[src/rtl/pwm_reg_scheduler.sv]
// Shadow/active register bank for the PWM stage: SPI writes land in shadows and are
// copied to the active set only at a PWM period boundary. Also owns the PWM period counter.
module pwm_reg_scheduler #(
    parameter int PRESCALE = 1,
    parameter int ERR_W    = 4
) (
    input  logic             clk,
    input  logic             rst_n,
    input  logic             wr_valid,
    output logic             wr_ready,
    input  logic [6:0]       wr_addr,
    input  logic [7:0]       wr_data,
    output logic [15:0]      en_out,
    output logic [15:0]      en_pwm,
    output logic [7:0]       duty,
    output logic [7:0]       pwm_cnt,
    output logic             period_wrap,
    output logic             commit_done,
    output logic [ERR_W-1:0] err_cnt
);

    localparam int          NUM_REGS = 5;
    localparam logic [15:0] PRE_MAX  = 16'(PRESCALE - 1);

    typedef enum logic {
        IDLE,
        COMMIT
    } state_t;

    state_t                      state_reg, state_next;
    logic [2:0]                  idx_reg, idx_next;
    logic [15:0]                 pre_cnt_reg;
    logic [7:0]                  pwm_cnt_reg;
    logic                        period_wrap_reg;
    logic [ERR_W-1:0]            err_cnt_reg;
    logic [NUM_REGS-1:0][7:0]    active_bus;
    logic [NUM_REGS-1:0]         dirty_bus;

    logic wr_accept;
    logic addr_ok;
    logic good_wr;
    logic bad_wr;
    logic pre_tick;
    logic wrap_evt;
    logic in_commit;

    assign wr_ready  = (state_reg == IDLE);
    assign wr_accept = wr_valid && wr_ready;
    assign addr_ok   = (wr_addr <= 7'd4);
    assign good_wr   = wr_accept && addr_ok;
    assign bad_wr    = wr_accept && !addr_ok;
    assign pre_tick  = (pre_cnt_reg == PRE_MAX);
    assign wrap_evt  = pre_tick && (pwm_cnt_reg == 8'hFF);
    assign in_commit = (state_reg == COMMIT);

    // Free-running period counter; keeps stepping through COMMIT.
    always_ff @(posedge clk or negedge rst_n) begin
        if (!rst_n) begin
            pre_cnt_reg     <= '0;
            pwm_cnt_reg     <= '0;
            period_wrap_reg <= 1'b0;
        end else begin
            period_wrap_reg <= wrap_evt;
            if (pre_tick) begin
                pre_cnt_reg <= '0;
                pwm_cnt_reg <= pwm_cnt_reg + 8'd1;
            end else begin
                pre_cnt_reg <= pre_cnt_reg + 16'd1;
            end
        end
    end

    always_ff @(posedge clk or negedge rst_n) begin
        if (!rst_n) begin
            state_reg <= IDLE;
            idx_reg   <= '0;
        end else begin
            state_reg <= state_next;
            idx_reg   <= idx_next;
        end
    end

    // A write accepted on the boundary cycle lands in its shadow in time for the walk.
    always_comb begin
        state_next = state_reg;
        idx_next   = idx_reg;
        case (state_reg)
            IDLE: begin
                idx_next = '0;
                if (wrap_evt && ((|dirty_bus) || good_wr)) begin
                    state_next = COMMIT;
                end
            end
            COMMIT: begin
                if (idx_reg == 3'(NUM_REGS - 1)) begin
                    state_next = IDLE;
                    idx_next   = '0;
                end else begin
                    idx_next = idx_reg + 3'd1;
                end
            end
            default: begin
                state_next = IDLE;
                idx_next   = '0;
            end
        endcase
    end

    // Writes only happen in IDLE and copies only in COMMIT, so the dirty set/clear never collide.
    for (genvar gi = 0; gi < NUM_REGS; gi++) begin : g_reg
        logic [7:0] shadow_reg;
        logic [7:0] active_reg;
        logic       dirty_reg;

        always_ff @(posedge clk or negedge rst_n) begin
            if (!rst_n) begin
                shadow_reg <= '0;
                active_reg <= '0;
                dirty_reg  <= 1'b0;
            end else if (good_wr && (wr_addr == 7'(gi))) begin
                shadow_reg <= wr_data;
                dirty_reg  <= 1'b1;
            end else if (in_commit && (idx_reg == 3'(gi)) && dirty_reg) begin
                active_reg <= shadow_reg;
                dirty_reg  <= 1'b0;
            end
        end

        assign active_bus[gi] = active_reg;
        assign dirty_bus[gi]  = dirty_reg;
    end

    always_ff @(posedge clk or negedge rst_n) begin
        if (!rst_n) begin
            err_cnt_reg <= '0;
        end else if (bad_wr && (err_cnt_reg != {ERR_W{1'b1}})) begin
            err_cnt_reg <= err_cnt_reg + 1'b1;
        end
    end

    assign en_out      = {active_bus[1], active_bus[0]};
    assign en_pwm      = {active_bus[3], active_bus[2]};
    assign duty        = active_bus[4];
    assign pwm_cnt     = pwm_cnt_reg;
    assign period_wrap = period_wrap_reg;
    assign commit_done = in_commit && (idx_reg == 3'(NUM_REGS - 1));
    assign err_cnt     = err_cnt_reg;

endmodule

[config.mk]
export PLATFORM = sky130hd
export DESIGN_NAME = pwm_reg_scheduler
export DESIGN_NICKNAME = d
export VERILOG_FILES = /design/src/rtl/pwm_reg_scheduler.sv
export SDC_FILE = /design/constraint.sdc
export NUM_CORES = 1
export LEC_CHECK = 0
export CAP_MARGIN = 40
export CELL_PAD_IN_SITES_DETAIL_PLACEMENT = 1
export CELL_PAD_IN_SITES_GLOBAL_PLACEMENT = 1
export CORE_MARGIN = 3
export CORE_UTILIZATION = 47
export CTS_CLUSTER_SIZE = 25
export DETAILED_ROUTE_END_ITERATION = 7
export GPL_TIMING_DRIVEN = 0
export PLACE_DENSITY_LB_ADDON = 0.2
export SLEW_MARGIN = 20
export SYNTH_ARGS = -nofsm -noshare
export SYNTH_HDL_FRONTEND = slang
export SYNTH_SLANG_ARGS = --single-unit
[constraint.sdc]
create_clock -name clk -period 5.85 [get_ports clk]
set_input_delay 1.17 -clock clk [delete_from_list [all_inputs] [get_ports clk]]
set_output_delay 1.17 -clock clk [all_outputs]
set_load 0.1 [all_outputs]
=== Word-level counts from Yosys, hierarchy flattened ===
Index checks and enable logic that the tools add are counted.

* Register bits after elaboration: 118
* Latch bits: 0
* RAM bits: 0
* Bits in read-only memories: 0
* Bits of input ports: 18
* Word-level logic and storage cells: 95
* Memories kept: 0

* $add $sub $neg: 4
* Multiply operators: 0
* Divide/modulo/power cells: 0
* Magnitude comparators: 1
* Eq/ne operators: 10
* Shift operators: 0
* Muxes and demuxes: 16
* Bitwise logic cells: 6
* Reduce and logical (&&, ||, !) cells: 37

{| class="wikitable"
|+ Operators with widths
! operator !! number
|-
| $logic_and A1 B1 Y1 || 21
|-
| $add A16 B1 Y16 const B || 1
|-
| $logic_not A16 Y1 || 1
|-
| $mux W16 || 1
|-
| $eq A7 B2 Y1 const B || 2
|-
| $mux W1 || 12
|-
| $reduce_and A2 Y1 || 5
|-
| $reduce_bool A2 Y1 || 5
|-
| $add A8 B1 Y8 const B || 1
|-
| $eq A8 B8 Y1 const B || 1
|-
| $eq A7 B1 Y1 const B || 1
|-
| $eq A7 B3 Y1 const B || 1
|-
| $le A7 B3 Y1 const B || 1
|-
| $logic_not A7 Y1 || 1
|-
| $eq A3 B2 Y1 const B || 2
|-
| $not A1 Y1 || 6
|-
| $pmux W3 S2 || 1
|-
| $reduce_or A5 Y1 || 1
|-
| $add A4 B1 Y4 const B || 1
|-
| $ne A4 B4 Y1 const B || 1
|-
| $add A3 B1 Y3 const B || 1
|-
| $eq A3 B1 Y1 const B || 1
|-
| $eq A3 B3 Y1 const B || 1
|-
| $logic_not A3 Y1 || 1
|-
| other kinds (4) || 4
|}

=== Logic depth before layout (Yosys ltp) ===
* Depth in word-level cells: 7
* Gate-level depth with buffers: 7
* Depth with buffers taken out: 6

=== Least setup slack after synthesis ===
OpenSTA, ideal clock, no wires.

* Kind: register to output
* From: reg state_reg, in the netlist in_commit
* To: out commit_done
* Arrival: 2.275 ns
* Data required time: 4.680 ns
* Setup slack: 2.405 ns
* Cell stages (with the launch flop): 3
* Path through: dfrtp_1 > inv_1 > nor2_1

* Longest elaborated chain between the ends: 1

{| class="wikitable"
|+ RTL lines
! item !! RTL line !! source
|-
| start: declaration || 30 || <nowiki>state_t state_reg, state_next;</nowiki>
|-
| start signal: assignment || 78 || <nowiki>state_reg <= state_next;</nowiki>
|-
| $logic_and A1 B1 Y1 || 146 || <nowiki>assign commit_done = in_commit && (idx_reg == 3'(NUM_REGS - 1));</nowiki>
|-
| end: declaration || 18 || <nowiki>output logic commit_done,</nowiki>
|}

No other way between the ends.

=== Final worst setup path ===
* From: reg idx_reg[0]
* To: out commit_done

* Longest elaborated chain between the ends: 2

{| class="wikitable"
|+ RTL lines
! item !! RTL line !! source
|-
| start: declaration || 31 || <nowiki>logic [2:0] idx_reg, idx_next;</nowiki>
|-
| start signal: assignment || 79 || <nowiki>idx_reg <= idx_next;</nowiki>
|-
| $eq A3 B3 Y1 || 146 ||
|-
| $logic_and A1 B1 Y1 || 146 ||
|}

No other way between the ends.

==> summary by stage <==
Drt
The number of vias per cell is between 5 and 6. The count of vias placed by the detailed router is ~3,500. For this run, design rule violations remaining after detail routing come to 0. In this run the remaining antenna-violating nets after routing total 0. The post-detailed-routing wire length is 17,180 um. The detailed-route wire length per cell is approximately 28 um. The number of DRC markers after the initial detailed-route iteration is 160. The number of optimization iterations in the first detailed-route pass is 5.

Worst hold path
The worst hold path class is reg -> reg.

Timing
Setup slack closes at 2.178 ns. The routed design could run at a clock period as short as roughly 3.7 ns. The worst max-slew margin expressed relative to the limit is between 50% and 60%. Setup violations remaining at the end of the flow were counted as 0. The number of max-slew violations in the final report is 0. The peak clock frequency supported by timing is between 0.2 and 0.3 GHz.

The tightest hold path in the finished design has a slack of around 0.52 ns. The final critical-path share of the clock period is between 60% and 70%. The number of hold violations in the final report is 0. Between clock sinks in the finished design, the worst skew comes to ~0.008 ns.

The measured slew at the worst slew-check pin is about 0.65 ns. Setup repair after global routing left no endpoint under its margin.

Power and ir drop
Across the VDD grid, the largest voltage drop is approximately 0.32 mV. Total power for the finished layout comes to roughly 0.0023 W. The switching part of the total is between 20 and 30%. The design internal power is roughly 0.0017 W.

The clock group share of total power is between 40% and 50%. The sequential group share of total power is around 39%. Of the total power, combinational logic draws between 10% and 20%. Summed over all nets, the switching power comes to between 0.0006 and 0.0007 W.

In this run the static leakage power is around 3.4 nW. The power per standard cell area is 323.8 mW/mm2.

Global route
After global routing the overflow that remains totals 0. The number of antenna violations at the first check in global routing is 0. The via count of the first global-routing pass came to 4,081.

The largest net degree at the start of global routing is 75. Global routing used between 30 and 40% of the available tracks. The first global-routing pass estimated approximately 27,000 um of wire.

Clocking
At the later pin of the worst-skew pair, clock insertion delay measures between 0.5 and 0.6 ns. The clock-pin transition on the worst setup and hold timing paths is about 0.060 ns. The post-cts hold buffer count is 0. The CTS root buffer is sky130_fd_sc_hd__clkbuf_8.

The H-tree was split into 4 levels. The number of setup buffers added after CTS is 0. The post-cts repair resize count is 0. The clock tree from TritonCTS is built.

The count of clock tree sinks is 118. Buffers inserted during clock tree synthesis total 17. The maximum clock insertion buffer count is 2.

Logic synthesis
The Yosys step of the flow raised 0 warnings. The fraction of registers with async set or reset after synthesis is between 90% and 100%. The flip-flop and latch count after synthesis is about 120. Yosys mapped a number of flops with a built-in enable equal to 0.

When the netlist entered floorplanning its net count stood at around 350. After synthesis, flip-flops and latches occupy between 60% and 70% of the total area. The number of distinct library cells after synthesis is 32. The mapped netlist covers about 0.0047 mm2.

The leading cell type by number of instances after synthesis is sky130_fd_sc_hd__dfrtp_1. After synthesis, the most frequently instantiated cells are sky130_fd_sc_hd__dfrtp_1 (118), sky130_fd_sc_hd__mux2_2 (82), sky130_fd_sc_hd__xnor2_1 (16). The number of standard cells after synthesis is ~330. The fraction of synthesized cell area taken by the top area cell type is 62.63%. The dominant register cell in the synthesized netlist is sky130_fd_sc_hd__dfrtp_1. The average instance in the mapped netlist occupies between 10 and 15 um2.

The cell taking the most area after synthesis is sky130_fd_sc_hd__dfrtp_1. Sorting the synthesized cells by area gives the leading types as sky130_fd_sc_hd__dfrtp_1 (63%), sky130_fd_sc_hd__mux2_2 (20%), sky130_fd_sc_hd__xnor2_1 (3.0%).

Run status
The flow ran to the end, and the final reports show no timing, DRC or antenna violations.

Placed design
Detailed placement finished with a half-perimeter wire length of roughly 9400 um. At the end of routability-driven placement, the weighted congestion stood at between 0.7 and 0.8. The placed cell area is between 0.006 and 0.007 mm2. OpenSTA, run right after detailed placement, puts the worst setup slack at around 2.1 ns. The total of buffers placed on input and output ports is 72.

Cells and area
The post-route netlist has 36.08% of its cells at a drive strength greater than 1. The core occupancy in the finished layout is 74.48%. The multi-input gate area in the final layout is 0.001708 mm2. The flip-flop count of the largest register after layout is 40. The diode insertion count for antenna repair is 0. The area growth from synthesis to layout is 50.13%.

The number of fillers in the final layout is about 830. Once layout is done, the placed cells without fillers occupy between 0.007 and 0.008 mm2. The final layout contains 500 nets. Registers take slightly below 0.003 mm2.

Critical path
The type of element launching the critical path is a flip-flop. For the worst setup path, the data arrival time is ~2.5 ns. The data required time at the worst endpoint is 4.68 ns.

The critical path class is reg -> out. Along the worst path, the maximum fanout reaches 4. STA classifies the critical path endpoint as an output pin.

Floorplanning
The initial core utilization is just under 50%. The floorplan die height is approximately 110 um. The number of placed I/O pins is 73.

Measured along the x axis, the die boundary spans 106.2 um. The row count is 35. The overall die area is 0.01127 mm2. The placeable core region is roughly 0.0095 mm2.

Job
Across the run, the number of max-cap violations was 0.
[critical path, stage by stage (launching register included)]
cell and delay [ns]:
sky130_fd_sc_hd__dfrtp_1 0.45, sky130_fd_sc_hd__inv_1 0.14, sky130_fd_sc_hd__ha_1 0.20, sky130_fd_sc_hd__nand2_1 0.08, sky130_fd_sc_hd__nor2_1 0.26, sky130_fd_sc_hd__clkdlybuf4s50_1 0.65, sky130_fd_sc_hd__buf_16 0.19
[path summary, 6_finish.rpt]
kind | to | slack (ns) | cells past startpoint | startpoint
max in group asynchronous | g_reg[1].shadow_reg[1] | 4.57 | 2 | rst_n
min in group asynchronous | duty[6] | 0.56 | 1 | rst_n
hold reg to reg | g_reg[2].active_reg[0] | 0.52 | 1 | g_reg[2].shadow_reg[0]
setup reg to reg | pwm_cnt[4] | 3.40 | 7 | pre_cnt_reg[0]
setup / recovery | commit_done | 2.18 | 6 | idx_reg[0]
hold / removal | g_reg[2].active_reg[0] | 0.52 | 1 | g_reg[2].shadow_reg[0]
[final cells by class]
cell class,instances,area share (%)
plain buffers,4,0.2298
clock buffers,21,6.346
clock inverters,10,2.157
inverters,10,0.5303
multi-input cells,194,24.13
flip-flops and latches,118,41.72
well taps,129,2.280
repair buffers,128,22.61
[layer usage]
metal / share of wire (%) / track usage (%) / vias to the layer above / wire (um)
met1: 38 / 37.45 / 1861 / 6457
met4: 3.3 / 14.25 / 0 / 560
met3: 5.1 / 7.347 / 44 / 876
met5: 0 / 0 / - / 0
met2: 54 / 57.60 / 157 / 9287
li1: - / - / 1439 / -
[placed cells by master, fill, tap and decap left out, drive strengths merged]
cell and instances:
nor2b 1, or4 2, o31ai 1, ha 9, o2111a 1, and2 1
or2 1, clkinv 5, nand2 13, clkdlybuf4s50 71, nand4 9, a21o 1
clkinvlp 1, o21ai 1, xor2 8, nor3 4, nand3 11, or3 1
o21a 4, and4 2, nor2 14, mux2 82, bufinv 4, clkbuf 24
xnor2 16, dfrtp 118, and3 4, nand2b 1, nor4 3, nor3b 2
a21oi 1, inv 10, buf 58, nor4b 1
[stage by stage]
stage / TNS [ns] / std cells
2_1_floorplan: 0 / 326
3_3_place_gp: -98.40 / 527
3_5_place_dp: 0 / 583
4_1_cts: 0 / 614
5_1_grt: 0 / 614
6_report: 0 / 614
[power groups by stage]
stage	clock network [W]	registers [W]	logic [W]
floorplan	0	0.000998	0.0000529
global placement	0	0.000898	0.000228
detailed placement	0	0.000902	0.000286
CTS	0.00111	0.000894	0.000300
global route	0.00114	0.000899	0.000310
finish	0.00110	0.000895	0.000297
[cell families after synthesis]
kind of cell / after synthesis / synth area share [%]
AND/OR/NAND/NOR: 70 / 8.387
buffers and inverters: 14 / 1.141
XOR/XNOR: 24 / 4.459
multiplexers: 82 / 19.59
flip-flops: 118 / 62.63
adder cells (fa/ha/maj): 9 / 2.389
AO/OA/AOI/OAI: 9 / 1.407
No activity file was read; power rests on OpenSTA's default activity.
